===== src/rtl/dcache_pkg.sv =====
// dcache_pkg
// Shared definitions for the dcache controller: geometry, address slicing,
// tag-field layout, FSM state encoding and a line-address helper.
//
// Address layout: tag[31:9] | index[8:5] | word[4:2] | byte[1:0]
// SRAM tag field: {valid, dirty, tag[22:0]}
package dcache_pkg;

   localparam int ADDR_W  = 32;
   localparam int LINE_W  = 256;
   localparam int IDX_W   = 4;
   localparam int OFF_W   = 5;
   localparam int TAG_W   = ADDR_W - IDX_W - OFF_W;
   localparam int WORD_W  = 32;
   localparam int WSEL_W  = 3;
   localparam int TAGF_W  = TAG_W + 2;

   localparam int VALID_BIT = 24;
   localparam int DIRTY_BIT = 23;

   localparam int WORD_LO = 2;
   localparam int WORD_HI = 4;
   localparam int IDX_LO  = 5;
   localparam int IDX_HI  = 8;
   localparam int TAG_LO  = 9;
   localparam int TAG_HI  = 31;

   typedef enum logic [2:0] {
      ST_IDLE       = 3'd0,
      ST_MISS       = 3'd1,
      ST_WRITEBACK  = 3'd2,
      ST_READMISS   = 3'd3,
      ST_READMISSOK = 3'd4
   } state_t;

   // Line-aligned memory address from a tag and set index.
   function automatic logic [ADDR_W-1:0] line_addr(input logic [TAG_W-1:0] tag,
                                                   input logic [IDX_W-1:0] idx);
      return {tag, idx, {OFF_W{1'b0}}};
   endfunction

endpackage


===== src/rtl/dcache_line_merge.sv =====
// dcache_line_merge
// Combinational word access into a cache line.
//   line_i : source line (8 x 32-bit words)
//   sel_i  : word index
//   word_i : word to insert at sel_i
//   word_o : word sel_i of line_i
//   line_o : line_i with word sel_i replaced by word_i
module dcache_line_merge
   import dcache_pkg::*;
(
   input  logic [LINE_W-1:0] line_i,
   input  logic [WSEL_W-1:0] sel_i,
   input  logic [WORD_W-1:0] word_i,
   output logic [WORD_W-1:0] word_o,
   output logic [LINE_W-1:0] line_o
);

   logic [7:0] bit_base;

   assign bit_base = {sel_i, 5'b00000};

   always_comb begin
      word_o = line_i[bit_base +: WORD_W];
      line_o = line_i;
      line_o[bit_base +: WORD_W] = word_i;
   end

endmodule


===== src/rtl/dcache_controller.sv =====
// dcache_controller
// Initiator-side controller for a 2-way, 16-set dcache SRAM with 256-bit
// lines. Serves CPU loads/stores from the SRAM's combinational lookup and,
// on a miss, writes back a dirty victim, refills the line and stalls the
// CPU until the access re-looks up and hits.
//
// Ports:
//   clk_i, rst_i            clock, synchronous active-high reset
//   cpu_addr_i/data_i       CPU byte address and store data
//   cpu_MemRead_i/Write_i   level requests, held while stalled
//   cpu_data_o, cpu_stall_o combinational load data and stall
//   sram_*_o                lookup/write port to the tag+data SRAM
//   sram_tag_i/data_i/hit_i SRAM lookup result (victim on miss)
//   mem_*_o                 registered one-cycle line request to memory
//   mem_ack_i, mem_data_i   memory completion and refill line
//
// state         | meaning
// --------------+-------------------------------------------------------
// ST_IDLE       | serve lookups; hits complete in zero cycles
// ST_MISS       | inspect LRU victim, issue write-back or refill request
// ST_WRITEBACK  | wait for ack of dirty-victim write, then request refill
// ST_READMISS   | wait for ack carrying the refill line
// ST_READMISSOK | write refilled line into the LRU way (dirty=0)
module dcache_controller
   import dcache_pkg::*;
(
   input  logic                clk_i,
   input  logic                rst_i,
   input  logic [ADDR_W-1:0]   cpu_addr_i,
   input  logic [WORD_W-1:0]   cpu_data_i,
   input  logic                cpu_MemRead_i,
   input  logic                cpu_MemWrite_i,
   output logic [WORD_W-1:0]   cpu_data_o,
   output logic                cpu_stall_o,
   output logic                sram_enable_o,
   output logic                sram_write_o,
   output logic [IDX_W-1:0]    sram_index_o,
   output logic [TAGF_W-1:0]   sram_tag_o,
   output logic [LINE_W-1:0]   sram_data_o,
   input  logic [TAGF_W-1:0]   sram_tag_i,
   input  logic [LINE_W-1:0]   sram_data_i,
   input  logic                sram_hit_i,
   output logic                mem_enable_o,
   output logic                mem_write_o,
   output logic [ADDR_W-1:0]   mem_addr_o,
   output logic [LINE_W-1:0]   mem_data_o,
   input  logic                mem_ack_i,
   input  logic [LINE_W-1:0]   mem_data_i
);

   state_t                   state_q;
   logic [LINE_W-1:0]        refill_q;
   logic [TAG_W+IDX_W-1:0]   miss_line_q;

   logic                     req;
   logic                     in_idle;
   logic                     store_hit;
   logic                     victim_dirty;
   logic [TAG_W-1:0]         cpu_tag;
   logic [IDX_W-1:0]         cpu_idx;
   logic [TAG_W-1:0]         miss_tag;
   logic [IDX_W-1:0]         miss_idx;
   logic [LINE_W-1:0]        merged_line;
   logic                     unused_bits;

   assign req          = cpu_MemRead_i | cpu_MemWrite_i;
   assign in_idle      = (state_q == ST_IDLE);
   // A simultaneous read+write request is handled as a store.
   assign store_hit    = in_idle & cpu_MemWrite_i & sram_hit_i;
   assign victim_dirty = sram_tag_i[VALID_BIT] & sram_tag_i[DIRTY_BIT];

   assign cpu_tag  = cpu_addr_i[TAG_HI:TAG_LO];
   assign cpu_idx  = cpu_addr_i[IDX_HI:IDX_LO];
   assign miss_tag = miss_line_q[TAG_W+IDX_W-1:IDX_W];
   assign miss_idx = miss_line_q[IDX_W-1:0];

   assign unused_bits = ^cpu_addr_i[WORD_LO-1:0];

   dcache_line_merge u_merge (
      .line_i (sram_data_i),
      .sel_i  (cpu_addr_i[WORD_HI:WORD_LO]),
      .word_i (cpu_data_i),
      .word_o (cpu_data_o),
      .line_o (merged_line)
   );

   // Outside IDLE the SRAM is addressed from the latched miss line, so the
   // refill still lands in the right set if the CPU drops its request.
   always_comb begin
      cpu_stall_o   = 1'b1;
      sram_enable_o = 1'b0;
      sram_write_o  = 1'b0;
      sram_index_o  = miss_idx;
      sram_tag_o    = {1'b1, 1'b0, miss_tag};
      sram_data_o   = refill_q;
      case (state_q)
         ST_IDLE: begin
            cpu_stall_o   = req & ~sram_hit_i;
            sram_enable_o = req;
            sram_index_o  = cpu_idx;
            sram_tag_o    = {1'b1, store_hit, cpu_tag};
            sram_write_o  = store_hit;
            sram_data_o   = merged_line;
         end
         ST_MISS: begin
            sram_enable_o = 1'b1;
         end
         ST_READMISSOK: begin
            // dirty=0 on write selects the LRU way for the fill.
            sram_enable_o = 1'b1;
            sram_write_o  = 1'b1;
         end
         default: begin
         end
      endcase
   end

   always_ff @(posedge clk_i) begin
      if (rst_i) begin
         state_q      <= ST_IDLE;
         mem_enable_o <= 1'b0;
         mem_write_o  <= 1'b0;
         mem_addr_o   <= '0;
         mem_data_o   <= '0;
         refill_q     <= '0;
         miss_line_q  <= '0;
      end else begin
         mem_enable_o <= 1'b0;
         case (state_q)
            ST_IDLE: begin
               if (req & ~sram_hit_i) begin
                  miss_line_q <= cpu_addr_i[TAG_HI:IDX_LO];
                  state_q     <= ST_MISS;
               end
            end
            ST_MISS: begin
               mem_enable_o <= 1'b1;
               if (victim_dirty) begin
                  mem_write_o <= 1'b1;
                  mem_addr_o  <= line_addr(sram_tag_i[TAG_W-1:0], miss_idx);
                  mem_data_o  <= sram_data_i;
                  state_q     <= ST_WRITEBACK;
               end else begin
                  mem_write_o <= 1'b0;
                  mem_addr_o  <= line_addr(miss_tag, miss_idx);
                  state_q     <= ST_READMISS;
               end
            end
            ST_WRITEBACK: begin
               if (mem_ack_i) begin
                  mem_enable_o <= 1'b1;
                  mem_write_o  <= 1'b0;
                  mem_addr_o   <= line_addr(miss_tag, miss_idx);
                  state_q      <= ST_READMISS;
               end
            end
            ST_READMISS: begin
               if (mem_ack_i) begin
                  refill_q <= mem_data_i;
                  state_q  <= ST_READMISSOK;
               end
            end
            ST_READMISSOK: begin
               state_q <= ST_IDLE;
            end
            default: begin
               state_q <= ST_IDLE;
            end
         endcase
      end
   end

endmodule


===== config.mk =====
export PLATFORM = sky130hd
export DESIGN_NAME = dcache_controller
export DESIGN_NICKNAME = d
export VERILOG_FILES = /design/src/rtl/dcache_pkg.sv /design/src/rtl/dcache_line_merge.sv /design/src/rtl/dcache_controller.sv
export SDC_FILE = /design/constraint.sdc
export NUM_CORES = 2
export LEC_CHECK = 0
export CELL_PAD_IN_SITES_DETAIL_PLACEMENT = 0
export CELL_PAD_IN_SITES_GLOBAL_PLACEMENT = 1
export CORE_AREA = 5 5 472 474
export DETAILED_ROUTE_END_ITERATION = 16
export DIE_AREA = 0 0 477 479
export PLACE_DENSITY = 0.39
export SYNTH_ARGS = -nofsm -noshare
export SYNTH_HDL_FRONTEND = slang
export SYNTH_SLANG_ARGS = --single-unit

===== constraint.sdc =====
create_clock -name clk_i -period 4 [get_ports clk_i]
set_input_delay 0.4 -clock clk_i [delete_from_list [all_inputs] [get_ports clk_i]]
set_output_delay 0.4 -clock clk_i [all_outputs]
set_load 0.1 [all_outputs]

After elaboration in Yosys (flattened, before gate mapping)
Index checks and enable logic that the tools add are counted.
Widths: inputs -> output; s select.
{"block": "word_totals", "regBits": 576, "latchBits": 0, "ramBits": 0, "mem_bits_ro": 0, "in_bits": 607, "mem_count": 0}
{"block": "classes", "add_sub_neg": 1, "multipliers": 0, "div_mod_pow": 0, "order_cmp": 0, "eq_ne": 7, "n_shift": 3, "muxes": 20, "bitwise_logic": 6, "reduce_logical": 8}
{"cell": "$bwmux 256", "count": 1}
{"cell": "$mux 256", "count": 1}
{"cell": "$shift 32x10->256 const A", "count": 1}
{"cell": "$shiftx 256x9->32", "count": 1}
{"cell": "$shiftx 32x10->256", "count": 1}
{"cell": "$mux 32", "count": 2}
{"cell": "$pmux 32 s2", "count": 1}
{"cell": "$mux 24", "count": 1}
{"cell": "$pmux 3 s4", "count": 1}
{"cell": "$neg 8->10", "count": 1}
{"cell": "$mux 3", "count": 3}
{"cell": "$pmux 1 s2", "count": 4}
{"cell": "$reduce_and 2->1", "count": 4}
{"cell": "$eq 3x2->1 const B", "count": 2}
{"cell": "$mux 1", "count": 5}
{"cell": "$and 1x1->1", "count": 4}
{"cell": "$mux 4", "count": 1}
{"cell": "$ne 2x2->1 const B", "count": 2}
{"cell": "$eq 3x1->1 const B", "count": 1}
{"cell": "$eq 3x3->1 const B", "count": 1}
{"cell": "$logic_not 3->1", "count": 1}
{"cell": "$reduce_and 3->1", "count": 1}
{"cell": "$ne 2x1->1 const B", "count": 1}
{"cell": "$reduce_bool 2->1", "count": 1}
{"cell": "other kinds (3)", "count": 3}

Longest topological paths before layout
{"block": "depth", "word_depth": 4, "ltp_mapped": 11, "ltp_nobuf": 6}

Cells and area by module
Synthesis repeated with hierarchy kept, for this count alone.
{"block": "hier_totals", "cells_unflattened": 4111, "hier_area_um2": 30432.9}
{"module": "dcache_controller", "instances": 1, "cells_per_inst": 3518, "area_per_inst_um2": 24629.9, "seq_area_each_um2": 11431.0}
{"module": "dcache_line_merge", "instances": 1, "cells_per_inst": 593, "area_per_inst_um2": 5803.1, "seq_area_each_um2": 0.0}

Least setup slack after synthesis
OpenSTA, ideal clock, no wires.
{"block": "synth_path", "path_kind": "input -> output", "startpoint": "input port cpu_addr_i[2]", "endpoint": "output port sram_data_o[130]", "arrival_ns": 4.354, "slack_ns": -0.754, "stages": 11, "path_cell_list": "buf_2 buf_2 buf_2 inv_1 ha_1 ha_1 buf_2 nor4b_2 clkbuf_1 nand3_1 a31oi_1"}
{"block": "synth_via", "elab_chain_cells": 4}
{"element": "start: declaration", "line": "dcache_controller.sv:29", "source": "input logic [ADDR_W-1:0] cpu_addr_i,"}
{"element": "$neg 8->10 (*)", "line": "dcache_line_merge.sv:25", "source": "line_o[bit_base +: WORD_W] = word_i;"}
{"element": "$shiftx 32x10->256 or $shift 32x10->256 (tied branches)", "line": "dcache_line_merge.sv:25"}
{"element": "$bwmux 256 (*)", "line": "dcache_line_merge.sv:25"}
{"element": "$mux 256 (*)", "line": "dcache_controller.sv:96", "source": "case (state_q)"}
{"element": "end: declaration", "line": "dcache_controller.sv:39", "source": "output logic [LINE_W-1:0] sram_data_o,"}
Every way passes the cells marked *; elsewhere a longest branch is shown, timed or not.

Worst setup path after layout
{"block": "layout_path", "startpoint": "register state_q[2]", "endpoint": "output port sram_data_o[199]"}
{"block": "layout_via", "elab_chain_cells": 2}
{"element": "start: declaration", "line": "dcache_controller.sv:51", "source": "state_t state_q;"}
{"element": "start signal: assignment", "line": "dcache_controller.sv:120", "source": "state_q <= ST_IDLE;"}
{"element": "start signal: assignment", "line": "dcache_controller.sv:133", "source": "state_q <= ST_MISS;"}
{"element": "start signal: assignment", "line": "dcache_controller.sv:142", "source": "state_q <= ST_WRITEBACK;"}
{"element": "$logic_not 3->1", "line": "dcache_controller.sv:96"}
{"element": "$mux 256", "line": "dcache_controller.sv:96"}
Every way passes these cells.

==> reports/summary.txt <==
Status: finished clean
Clock skew: 0.0260 ns
Peak supply drop: 0.000320 V
Reg2reg start: state_q[0]
Final period util: 89.0%
Setup repair bufs after CTS: 0
Pint: 14.1 mW
Core Util, Final: 23.0%
Worst skew pair latency: 0.73 ns
Synth-to-layout area growth: 77.1%
Post-CTS Resized: 0
Async set-or-reset flop fraction in the synthesized netlist: 0%
Synth Instances: 3679
Primary FF master, synth: dfxtp_1
Stages on worst setup path: 5
Die height: 479 um
Initial antenna violation count: 146
Post-synth EDFFs: 0
First-pass GRT wire length: 390 mm
Buf/Inv on CP: 2
Final WL: 310 mm
Final setup fails: 0
Clock slew at reported path FFs: 0.06 ns
Max Slew Vio Count: 0
Critical path endpoint: sram_data_o[199]
Register-to-Register Setup Slack: 1.57 ns
Clock Path Buffers: 3
Min-Delay Path Class: input port to register
WS Path Type: register to output port
Sequential share of the synthesized area: 40.2%
FF/Latch Area: 11400 sq um
Placement Rows: 172
RR Endpoint: mem_addr_o[12]
Critical path launch point type: register
Max-cap violations: 0
Die ar.: 228000 sq um
Post-synthesis cell type count: 44
Final Hold Fails: 0
Routability cong.: 0.850
Worst slew margin: 5.77%
YS warnings: 0
TritonCTS clock tree: yes
Final Critical Period: 3.56 ns
Num CTS Buffers: 87
Drt wl/cell: 40.5 um
CTS HTree Levels: 3
Slowest cell on crit path: or3_4
Worst path required time: 3.60 ns
Critical hold path startpoint: rst_i
DRC: 0
Net Sw Frac: 46.6%
HPWL after DPL: 237 mm
Worst Setup SP: state_q[2]
Slew @ Worst Pin: 1.41 ns
Reg2reg path depth: 4
Share of cells above drive strength 1: 18.3%
Initial core utilization: 13.0%
Fill cells: 23900
Via density: 4.68
Net Sw Power: 12.4 mW
Total GRT Usage: 25.9%
Vias in the first global route: 34800
RSZ-0062 raised after global routing: no
Pwr Density: 527 nW/um^2
Mapped Avg Cell Area: 7.73 sq um
Die W: 477 um
Critical Path AT: 3.16 ns
CTS Root Cell: clkbuf_16
Fmax: 281 MHz
Via count: 35900
Top Family by Delay on Critical Path: simple AND/OR/NAND/NOR gates
Grt ovf: 0
#FFs+latches synth: 571
Clock power frac: 30.9%
CTS sink cnt: 571
TNS Setup: 0 ns
CP Capture Type: output port
Final #Nets: 5303
Multi-input combinational cell area: 16300 sq um
Comb power frac: 46.6%
Core area: 218000 sq um
Hold Buf Count CTS: 0
Flop pwr share: 22.5%
Starting DRT DRC Count: 3964
Final Hold Slack: 0.206 ns
CP Cell Sequence: or3_4 > nor4_4 > buf_4 > a221o_1 > buf_12
I/O pins: 1217
Largest net degree at the start of global routing: 151
Leak Pwr: 16.8 nW
Slowest stage delay, CP: 0.67 ns
Synth Cell Area: 28400 sq um
Crit-path max FO: 37
# port buffers: 1208
DRT antenna net count: 0
Pre-antenna DRT Iters: 6
flip-flops by register name, summed over array words and instances, names as in the netlist:
name	flops
miss_line_q	27
mem_addr_o	27
mem_enable_o	1
mem_data_o	256
mem_write_o	1
refill_q	256
state_q	3
area by class of cell:
| class | count | share of cell area [%] |
|---|---|---|
| Clock inverter | 23 | 0.562 |
| Timing Repair Buffer | 1353 | 31.8 |
| Antenna cell | 41 | 0.204 |
| Sequential cell | 571 | 22.7 |
| Clock buffer | 133 | 5.19 |
| Inverter | 4 | 0.0298 |
| Multi-Input combinational cell | 2673 | 32.4 |
| Tap cell | 2871 | 7.14 |
routing by layer:
metal | vias to the layer above | global-route usage [%] | part of all wire, % | wire length [um]
li1 | 15200 | - | - | -
met1 | 18300 | 34.3 | 44 | 135000
met2 | 1950 | 38.9 | 43 | 133000
met3 | 346 | 9.31 | 10 | 31300
met4 | 64 | 8.57 | 3.5 | 11000
met5 | - | 0 | 0.14 | 423
power by group through the flow:
stage               Combinational (mW)  Sequential [mW]  Clock (mW)
floorplan                         6.12             6.87           0
global placement                  12.4             6.09           0
detailed placement                12.4             6.09           0
CTS                               12.4             5.97        8.43
global route                      12.6             5.99        8.59
finish                            12.4             5.97        8.18
kinds of logic after synthesis:
logic type / share of synthesized area (%)
fa+ha+maj: 0.264
flops: 40.2
buf+inv: 6.54
other cells: 0.0264
mux: 5.07
compound gates: 25.5
simple gates: 22.4
synth_stat cells, drive strengths merged (3+ instances only):
| library cell | n | share of area, % |
|---|---|---|
| inv | 3 | 0.040 |
| or4b | 4 | 0.15 |
| and2 | 193 | 4.2 |
| mux4 | 64 | 5.1 |
| buf | 181 | 3.1 |
| nor4 | 5 | 0.27 |
| nand4bb | 3 | 0.12 |
| nand3 | 375 | 6.6 |
| nor3 | 26 | 0.46 |
| clkbuf | 254 | 3.4 |
| a311oi | 23 | 0.71 |
| nor2 | 69 | 0.91 |
| a221o | 192 | 6.8 |
| o21ai | 376 | 6.6 |
| ha | 6 | 0.26 |
| dfxtp | 571 | 40 |
| a31oi | 71 | 1.6 |
| a21oi | 547 | 9.6 |
| nand2 | 695 | 9.2 |
cells in the final DEF (no fill, tap or decap), types with 2 or more instances in the layout:
cell type        Yosys  final
buf_12               0    303
clkinv_2             0     10
ha_1                 6      6
nor2_1              69     66
conb_1               2      6
a31oi_2              3      5
nor4_4               3      3
nand4bb_1            3      3
a221o_1            192    132
inv_6                0      2
diode_2              0     41
nand3_1            375    375
inv_1                3      3
bufinv_16            0      4
o21ai_0            335    335
nor2_4               0      3
a31oi_4              0     65
dfxtp_1            571    571
a311oi_1            23     23
buf_4                7    189
and2_0             192    192
buf_2              123     24
clkbuf_1           254     22
mux4_2              64     64
inv_16               0      2
clkinv_8             0      2
clkinvlp_4           0      3
o21ai_1             41     41
or4b_1               3      3
nand2_1            695    694
a21oi_1            547    547
nor4b_4              0      2
nor3_1              26     25
clkbuf_8             0     22
clkbuf_16            0     89
clkdlybuf4s50_1      0    834
a221o_2              0     60
through the flow:
| stage | power [mW] | instance area, sq um | setup slack (ns) | cells |
|---|---|---|---|---|
| 2_1_floorplan | 13.0 | 29400 | -0.101 | 3683 |
| 3_3_place_gp | 18.5 | 47300 | 0.463 | 7472 |
| 3_5_place_dp | 18.5 | 47300 | 0.442 | 7472 |
| 4_1_cts | 26.8 | 50200 | 0.252 | 7628 |
| 5_1_grt | 27.2 | 50300 | 0.238 | 7641 |
| 6_report | 26.5 | 50300 | 0.440 | 7669 |
how the worst min path moves through the flow:
stage / end / slack, ns / cells after the start
floorplan: refill_q[100] / 0.43 / 2
global placement: refill_q[61] / 0.44 / 2
detailed placement: refill_q[61] / 0.44 / 2
CTS: refill_q[179] / 0.11 / 3
global route: mem_data_o[224] / 0.18 / 2
finish: mem_data_o[234] / 0.21 / 2
Power figures use the tool's default switching activity.
